### config.mk
export PLATFORM = sky130hd
export DESIGN_NAME = microm_decode
export DESIGN_NICKNAME = d
export VERILOG_FILES = /design/src/rtl/microm_pkg.sv /design/src/rtl/microm_imm_asm.sv /design/src/rtl/microm_decode.sv
export SDC_FILE = /design/constraint.sdc
export NUM_CORES = 1
export LEC_CHECK = 0
export ABC_AREA = 1
export CAP_MARGIN = 20
export CORE_ASPECT_RATIO = 0.75
export CORE_UTILIZATION = 52
export DETAILED_ROUTE_END_ITERATION = 10
export MAX_ROUTING_LAYER = met4
export PLACE_DENSITY = 0.89
export SYNTH_ARGS = -nofsm -noshare
export SYNTH_HDL_FRONTEND = slang
export SYNTH_HIERARCHICAL = 1
export SYNTH_SLANG_ARGS = --single-unit
### constraint.sdc
create_clock -name clk -period 2.4 [get_ports clk]
set_input_delay 0.48 -clock clk [delete_from_list [all_inputs] [get_ports clk]]
set_output_delay 0.48 -clock clk [all_outputs]
set_load 0.02 [all_outputs]
### src/rtl/microm_pkg.sv
// Shared types for the Microm decoder and execute unit: opcodes, instruction lengths and the
// decoded-instruction record passed between them.
package microm_pkg;

  typedef enum logic [2:0] {
    OP_NONE = 3'd0,
    OP_MOVI = 3'd1,
    OP_MOVF = 3'd2,
    OP_POPI = 3'd3,
    OP_POPF = 3'd4
  } op_e;

  localparam logic [7:0] OPC_MOVI = 8'h01;
  localparam logic [7:0] OPC_MOVF = 8'h02;
  localparam logic [7:0] OPC_POPI = 8'h03;
  localparam logic [7:0] OPC_POPF = 8'h04;

  localparam int INSTR_REG_W = 3;

  typedef struct packed {
    op_e                    op;
    logic [INSTR_REG_W-1:0] reg_idx;
    logic [31:0]            imm;
  } instr_t;

  function automatic logic opcode_legal(input logic [7:0] b);
    return b inside {OPC_MOVI, OPC_MOVF, OPC_POPI, OPC_POPF};
  endfunction

  // Total encoded length in bytes, including opcode and register bytes.
  function automatic int unsigned instr_len(input op_e op);
    unique case (op)
      OP_MOVI, OP_MOVF: return 6;
      OP_POPI, OP_POPF: return 2;
      default:          return 0;
    endcase
  endfunction

endpackage

### src/rtl/microm_imm_asm.sv
// Little-endian immediate assembly register: writes one byte lane per load, clear has priority.
module microm_imm_asm (
  input  logic        clk,
  input  logic        rst,
  input  logic        clr,
  input  logic        load,
  input  logic [1:0]  sel,
  input  logic [7:0]  byte_in,
  output logic [31:0] imm
);

  logic [31:0] imm_q, imm_d;

  always_comb begin
    // NOTE: defaults first, so every path through this block assigns imm_d and no latch is inferred.
    imm_d = imm_q;
    if (clr) begin
      imm_d = '0;
    end else if (load) begin
      imm_d[8*sel +: 8] = byte_in;
    end
  end

  always_ff @(posedge clk) begin
    // NOTE: this register is reset (unlike a data RAM) because the issued immediate must read 0 after reset.
    if (rst) begin
      imm_q <= '0;
    end else begin
      // NOTE: non-blocking so every flop samples pre-edge values regardless of statement order.
      imm_q <= imm_d;
    end
  end

  assign imm = imm_q;

endmodule

### src/rtl/microm_decode.sv
// Byte-stream decoder for Microm bytecode: assembles op/reg/imm, validates them and issues one
// instruction at a time to the execute unit; halts with the faulting opcode offset on illegal input.
module microm_decode
  import microm_pkg::*;
#(
  parameter int NUM_REGS = 8,
  parameter int REG_W    = 3,
  parameter int PC_W     = 16
) (
  input  logic             clk,
  input  logic             rst,
  input  logic             in_valid,
  output logic             in_ready,
  input  logic [7:0]       in_data,
  output logic             iss_valid,
  input  logic             iss_ready,
  output logic [2:0]       iss_op,
  output logic [REG_W-1:0] iss_reg,
  output logic [31:0]      iss_imm,
  output logic [PC_W-1:0]  pc,
  output logic             err,
  output logic [PC_W-1:0]  err_pc
);

  typedef enum logic [2:0] {S_OP, S_REG, S_IMM, S_ISSUE, S_ERR} state_e;

  state_e           state_q, state_d;
  op_e              op_q, op_d;
  logic [REG_W-1:0] reg_q, reg_d;
  logic [1:0]       cnt_q, cnt_d;
  logic [PC_W-1:0]  pc_q, pc_d;
  logic [PC_W-1:0]  op_pc_q, op_pc_d;
  logic [PC_W-1:0]  err_pc_q, err_pc_d;
  logic             err_q, err_d;
  logic             imm_clr, imm_load;
  logic             xfer;
  logic [31:0]      imm;
  instr_t           iss_instr;

  // Pure state decode: in_ready never depends combinationally on iss_ready.
  assign in_ready = (state_q == S_OP) || (state_q == S_REG) || (state_q == S_IMM);
  assign xfer     = in_valid && in_ready;

  always_comb begin
    state_d  = state_q;
    op_d     = op_q;
    reg_d    = reg_q;
    cnt_d    = cnt_q;
    op_pc_d  = op_pc_q;
    err_d    = err_q;
    err_pc_d = err_pc_q;
    imm_clr  = 1'b0;
    imm_load = 1'b0;
    pc_d     = xfer ? pc_q + 1'b1 : pc_q;

    unique case (state_q)
      S_OP: if (xfer) begin
        if (opcode_legal(in_data)) begin
          op_d    = op_e'(in_data[2:0]);
          op_pc_d = pc_q;
          state_d = S_REG;
        end else begin
          err_d    = 1'b1;
          err_pc_d = pc_q;
          state_d  = S_ERR;
        end
      end
      S_REG: if (xfer) begin
        if (int'(in_data) >= NUM_REGS) begin
          err_d    = 1'b1;
          err_pc_d = op_pc_q;
          state_d  = S_ERR;
        end else begin
          reg_d = in_data[REG_W-1:0];
          if (instr_len(op_q) == 6) begin
            cnt_d   = 2'd0;
            state_d = S_IMM;
          end else begin
            imm_clr = 1'b1;
            state_d = S_ISSUE;
          end
        end
      end
      S_IMM: if (xfer) begin
        imm_load = 1'b1;
        if (cnt_q == 2'd3) state_d = S_ISSUE;
        else               cnt_d   = cnt_q + 2'd1;
      end
      S_ISSUE: if (iss_ready) state_d = S_OP;
      S_ERR:   state_d = S_ERR;
      default: state_d = S_OP;
    endcase
  end

  always_ff @(posedge clk) begin
    if (rst) begin
      state_q  <= S_OP;
      op_q     <= OP_NONE;
      reg_q    <= '0;
      cnt_q    <= '0;
      pc_q     <= '0;
      op_pc_q  <= '0;
      err_q    <= 1'b0;
      err_pc_q <= '0;
    end else begin
      state_q  <= state_d;
      op_q     <= op_d;
      reg_q    <= reg_d;
      cnt_q    <= cnt_d;
      pc_q     <= pc_d;
      op_pc_q  <= op_pc_d;
      err_q    <= err_d;
      err_pc_q <= err_pc_d;
    end
  end

  microm_imm_asm u_imm_asm (
    .clk     (clk),
    .rst     (rst),
    .clr     (imm_clr),
    .load    (imm_load),
    .sel     (cnt_q),
    .byte_in (in_data),
    .imm     (imm)
  );

  assign iss_instr = '{op: op_q, reg_idx: INSTR_REG_W'(reg_q), imm: imm};

  assign iss_valid = (state_q == S_ISSUE);
  assign iss_op    = iss_instr.op;
  assign iss_reg   = REG_W'(iss_instr.reg_idx);
  assign iss_imm   = iss_instr.imm;
  assign pc        = pc_q;
  assign err       = err_q;
  assign err_pc    = err_pc_q;

endmodule

# [After elaboration in Yosys (flattened, before gate mapping)]
# Cells that the tools add are included.
[op_classes] n_eq_ne=24 add_sub_neg=3 n_lt_le_gt_ge=1 n_reduce_logical=15 n_mux=36 n_bitwise=1 n_shift=2
[op_table] cell="$mux 32" count=3
[op_table] cell="$mux 16" count=4
[op_table] cell="$neg 5->34" count=1
[op_table] cell="$shift 8x34->32 const A" count=1
[op_table] cell="$shiftx 8x34->32" count=1
[op_table] cell="$bwmux 32" count=1
[op_table] cell="$eq 32x3->1 const B" count=1
[op_table] cell="$pmux 16 s2" count=1
[op_table] cell="$mux 3" count=7
[op_table] cell="$add 16x1->16 const B" count=1
[op_table] cell="$eq 8x2->1 const B" count=2
[op_table] cell="$pmux 3 s5" count=1
[op_table] cell="$eq 3x2->1 const B" count=4
[op_table] cell="$ne 2x2->1 const B" count=6
[op_table] cell="$mux 1" count=11
[op_table] cell="$mux 2" count=5
[op_table] cell="$reduce_and 5->1" count=2
[op_table] cell="$eq 8x1->1 const B" count=1
[op_table] cell="$eq 8x3->1 const B" count=1
[op_table] cell="$ge 8x4->1 const B" count=1
[op_table] cell="$ne 2x1->1 const B" count=4
[op_table] cell="$eq 3x1->1 const B" count=2
[op_table] cell="$eq 3x3->1 const B" count=2
[op_table] cell="$pmux 3 s2" count=1
[op_table] cell="other kinds (13)" count=18
[totals] regBits=92 inputBits=12 out_inout_bits=73 elab_cells=91

# [Logic depth before layout (Yosys ltp)]
[depth] word_depth=12 mapped_depth=11 mapped_depth_nobuf=9

# [Hierarchy]
# The synthesis kept the hierarchy.
[by_module_without_submodules] mod="microm_decode" instances=1 seq_area_each_um2=1201.2 area_per_inst_um2=3116.7 cells_each=443
[by_module_without_submodules] mod="microm_imm_asm" instances=1 seq_area_each_um2=640.6 area_per_inst_um2=1387.6 cells_each=198

# [Least setup slack after synthesis]
# No wires, ideal clock.
[synth_path] path_kind="register -> register" from="register state_q[0]" to="register u_imm_asm.imm_q[10], in the netlist u_imm_asm/imm[10]" setup_ns=0.132 t_required_ns=2.268 stages_incl_launch_ff=9 arrival_ns=1.703 n_path_buf=2 synth_period_minus_slack_ns=1.835 path_slack_ns=0.565 cell_sequence="dfxtp_1 -> a21oi_4 -> nand2_8 -> buf_6 -> nor2_1 -> nor2_4 -> clkinv_1 -> clkbuf_1 -> a21oi_1"
[synth_via] elab_chain_cells=7 elab_cells_between_ends=11 cone_classes="eq/ne: 2; mux: 4; reduce/logical: 5"
[synth_lines] item="from (decl)" line_no="microm_decode.sv:27" source="state_e state_q, state_d;"
[synth_lines] item="from (signal assigned)" line_no="microm_decode.sv:106" source="state_q <= state_d;"
[synth_lines] item="$eq 3x1->1 / $logic_not 3->1 (equally long branches)" line_no="microm_decode.sv:41" source="assign in_ready = (state_q == S_OP) || (state_q == S_REG) || (state_q == S_IMM);"
[synth_lines] item="$logic_or 1x1->1" line_no="microm_decode.sv:41"
[synth_lines] item="$logic_or 1x1->1 (*)" line_no="microm_decode.sv:41"
[synth_lines] item="via in_ready" line_no="microm_decode.sv:13" source="output logic in_ready,"
[synth_lines] item="$logic_and 1x1->1 (*)" line_no="microm_decode.sv:42" source="assign xfer = in_valid && in_ready;"
[synth_lines] item="$mux 1 (*)" line_no="microm_decode.sv:68" source="S_REG: if (xfer) begin"
[synth_lines] item="$mux 1 (*)" line_no="microm_decode.sv:56" source="unique case (state_q)"
[synth_lines] item="via imm_clr" line_no="microm_decode.sv:35" source="logic imm_clr, imm_load;"
[synth_lines] item="$reduce_or 2->1 (no line) (*)"
[synth_lines] item="to (signal assigned)" line_no="microm_imm_asm.sv:30" source="imm_q <= imm_d;"
[synth_lines] item="to (decl)" line_no="microm_imm_asm.sv:12" source="logic [31:0] imm_q, imm_d;"
# Mark *: on every way through the listed nets, which the timed path passes. The rest lies on a longest branch.
# A chain may end at the register's enable or synchronous reset.

# [Worst setup path in the final report]
[layout_path] from="register state_q[2]" to="output port iss_valid"
[layout_via] elab_chain_cells=1
[layout_lines] item="$eq 3x2->1" line_no="microm_decode.sv:129" source="assign iss_valid = (state_q == S_ISSUE);"
[layout_lines] item="to (decl)" line_no="microm_decode.sv:15" source="output logic iss_valid,"
# No other way between the ends.

==> out/results.ini <==
[timing]
min_period_ns = 2.20
hold_viol = 0
maxSlewViolCount = 0
relSlewSlack_pct = 70.0
fin_crit_sh_pct = 91.8
setup_viol = 0
max_freq_mhz = 454
tightest_slew_ns = 0.448
tns_ns = 0
skew_ns = 0.00563
rsz0062_at_grt = no

[clocking]
cts_setup_buffers = 0
cts_sinks = 92
clk_latency_ns = 0.34
cts_buffer_depth = 2
htree_levels = 3
cts_tree = built
clk_pin_slew_worst_paths_ns = 0.07
hold_buffers = 0
root_buffer = clkbuf_16
cts-resized-gates = 0
cts_inserted_buffers = 9

[grt]
gr-total-overflow = 0
busiest_layer = met2
met1_usage_pct = 38.3
grt_max_degree = 35
antenna_found_initial = 0
first_global_vias = 3881
grt_pass1_wl_um = 19000
grt_util_met2_pct = 42.4
grt.total_usage_pct = 28.1
use_met3_pct = 5.34

[power_and_ir_drop]
p_per_area_nw_per_um2 = 595
leakagePower_nw = 2.19
p_total_mw = 3.39
ir_drop_mv = 0.312

[drt]
ant_nets = 0
drt_iter0_drc = 393
wl_per_cell_um = 14.5
vias_per_cell = 5.37
wl_um = 12100
drt-pass1-iter-count = 6
vias = 4488
drcViolationCount = 0

[synthesis]
async_flop_share_pct = 0
synth_warnings = 6
netlist_instances = 641
synth.top_cell.area_share_pct = 40.9
mappedNetlistNets = 660
avgSynthCellArea_um2 = 7.03
yosys-top-cells-area = dfxtp_1 41%, nand2_1 16%, a21oi_1 7.8%
synth.largest_area_cell = dfxtp_1
ys_types = 37
synth-main-ff-cell = dfxtp_1
ys_ff_latch = 92
yosysMostFrequentCell = nand2_1
synth_area_um2 = 4500
synth_common_cells = 191 x nand2_1, 92 x dfxtp_1, 70 x a21oi_1, 68 x inv_1, 68 x nor2_1
synth_edf_count = 0
synth_seq_area_share_pct = 40.9

[place]
place.gp.congestion = 0.884
numPortBuffers = 84
dpl.hpwl_um = 8460

[floorplan]
dieHeight_um = 82.6
fp.dieArea_um2 = 9040
pin_count = 85
core_area_um2 = 8420
row_count = 29
start_util_pct = 53.5
die_w_um = 109

[critical_path]
crit_start = state_q[2]
rrSetupSlack_ns = 0.31
slowest_delay_ns = 0.64
r2r.worst_path.cells = 7
worstPathRequired_ns = 1.92
cp.depth = 4
cp.arrival_ns = 1.72
cp-end-kind = primary output
r2r_start = cnt_q[0]
critPathTopFamily = buffers and inverters
critPathKind = reg -> out
slowest_stage = clkdlybuf4s50_1
reg2reg_to = u_imm_asm/imm[15]
crit_buf_inv = 2
critPathMaxFanout = 5
path_cells = inv_1 -> nand2_1 -> nor2_1 -> clkdlybuf4s50_1
setup.worst_path.end = iss_valid
start_kind = flip-flop

[cells_and_area]
syn_to_final_growth_pct = 26.6
num_antenna_cells = 0
layout-drive-gt1-share_pct = 10.3
fin_nets = 741
largest_register_ffs = 32

[min_path]
min_path_type = reg -> reg
hp-start = u_imm_asm/imm[27]

[job]
maxCapViolCount = 0

[outcome]
status = complete, no violations

[routing by layer]
| metal | share of wire, % | vias up | wire length [um] |
|---|---|---|---|
| li1 | - | 2181 | - |
| met1 | 45 | 2083 | 5470 |
| met2 | 45 | 196 | 5490 |
| met3 | 7.7 | 28 | 933 |
| met4 | 1.8 | 0 | 221 |
| met5 | 0 | - | 0 |
[final cells by class]
type | count | area [um^2]
flip-flops and latches | 92 | 1840
well taps | 108 | 135
clock inverters | 5 | 60.1
fillers | 686 | 2710
inverters | 72 | 278
multi-input cells | 455 | 2220
repair buffers | 92 | 913
clock buffers | 11 | 253
[logic make-up after synthesis]
family / count (synthesis) / share of synthesized area (%)
and+or+nand+nor: 336 / 33.7
AOI/OAI and AO/OA: 112 / 13.6
buffers and inverters: 94 / 9.81
DFF: 92 / 40.9
adders and majority gates: 7 / 1.94
[per-stage QoR]
stage	hold slack, ns	worst slack [ns]	utilization [%]	cell area, um^2	cells
floorplan	0.445	0.565	-	4500	641
global route	0.481	0.0918	67.8	5700	835
global placement	0.452	0.214	64.0	5390	819
finish	0.465	0.196	67.8	5700	835
CTS	0.464	0.0590	67.7	5700	835
detailed placement	0.454	0.191	64.0	5390	819
[cells in the final DEF, fill, tap and decap left out, types with 2 or more instances in the layout]
cell type and instances:
a21oi_2 10, nor2_2 4, nor2_1 68, nor3_1 9, nor2_4 6, nand3_1 28
o21ai_1 3, nand3b_1 2, clkinvlp_4 4, a21oi_1 70, dfxtp_1 90, clkinv_1 2
dfxtp_2 2, nand2_2 14, inv_1 68, o21ai_0 26, clkdlybuf4s50_1 84, nand2_4 2
nand4_1 2, nand2_1 191, clkbuf_16 9, clkbuf_8 2, nor3_2 2, buf_4 7
ha_1 7, nand3_2 2
[worst reg2reg max path, cell delays in order (launching register included)]
cell and delay (ns):
dfxtp_1 0.53, clkinv_1 0.34, ha_1 0.35, inv_1 0.09, nand2_1 0.09, nor2_2 0.26
nand2_1 0.11, a21oi_1 0.23
[power breakdown]
part | internal [mW] | switching [mW]
Clock | 0.863 | 0.598
Sequential | 1.56 | 0.0277
Combinational | 0.137 | 0.208
Total | 2.56 | 0.833
[how the worst min path moves through the flow]
stage | to | slack [ns] | cells after the start
2_1_floorplan | op_pc_q[15] | 0.45 | 2
3_3_place_gp | err | 0.45 | 2
3_5_place_dp | u_imm_asm/imm[27] | 0.45 | 2
4_1_cts | u_imm_asm/imm[27] | 0.46 | 2
5_1_grt | op_pc_q[8] | 0.48 | 2
6_report | u_imm_asm/imm[27] | 0.46 | 2
(Power assumes the default switching activity.)
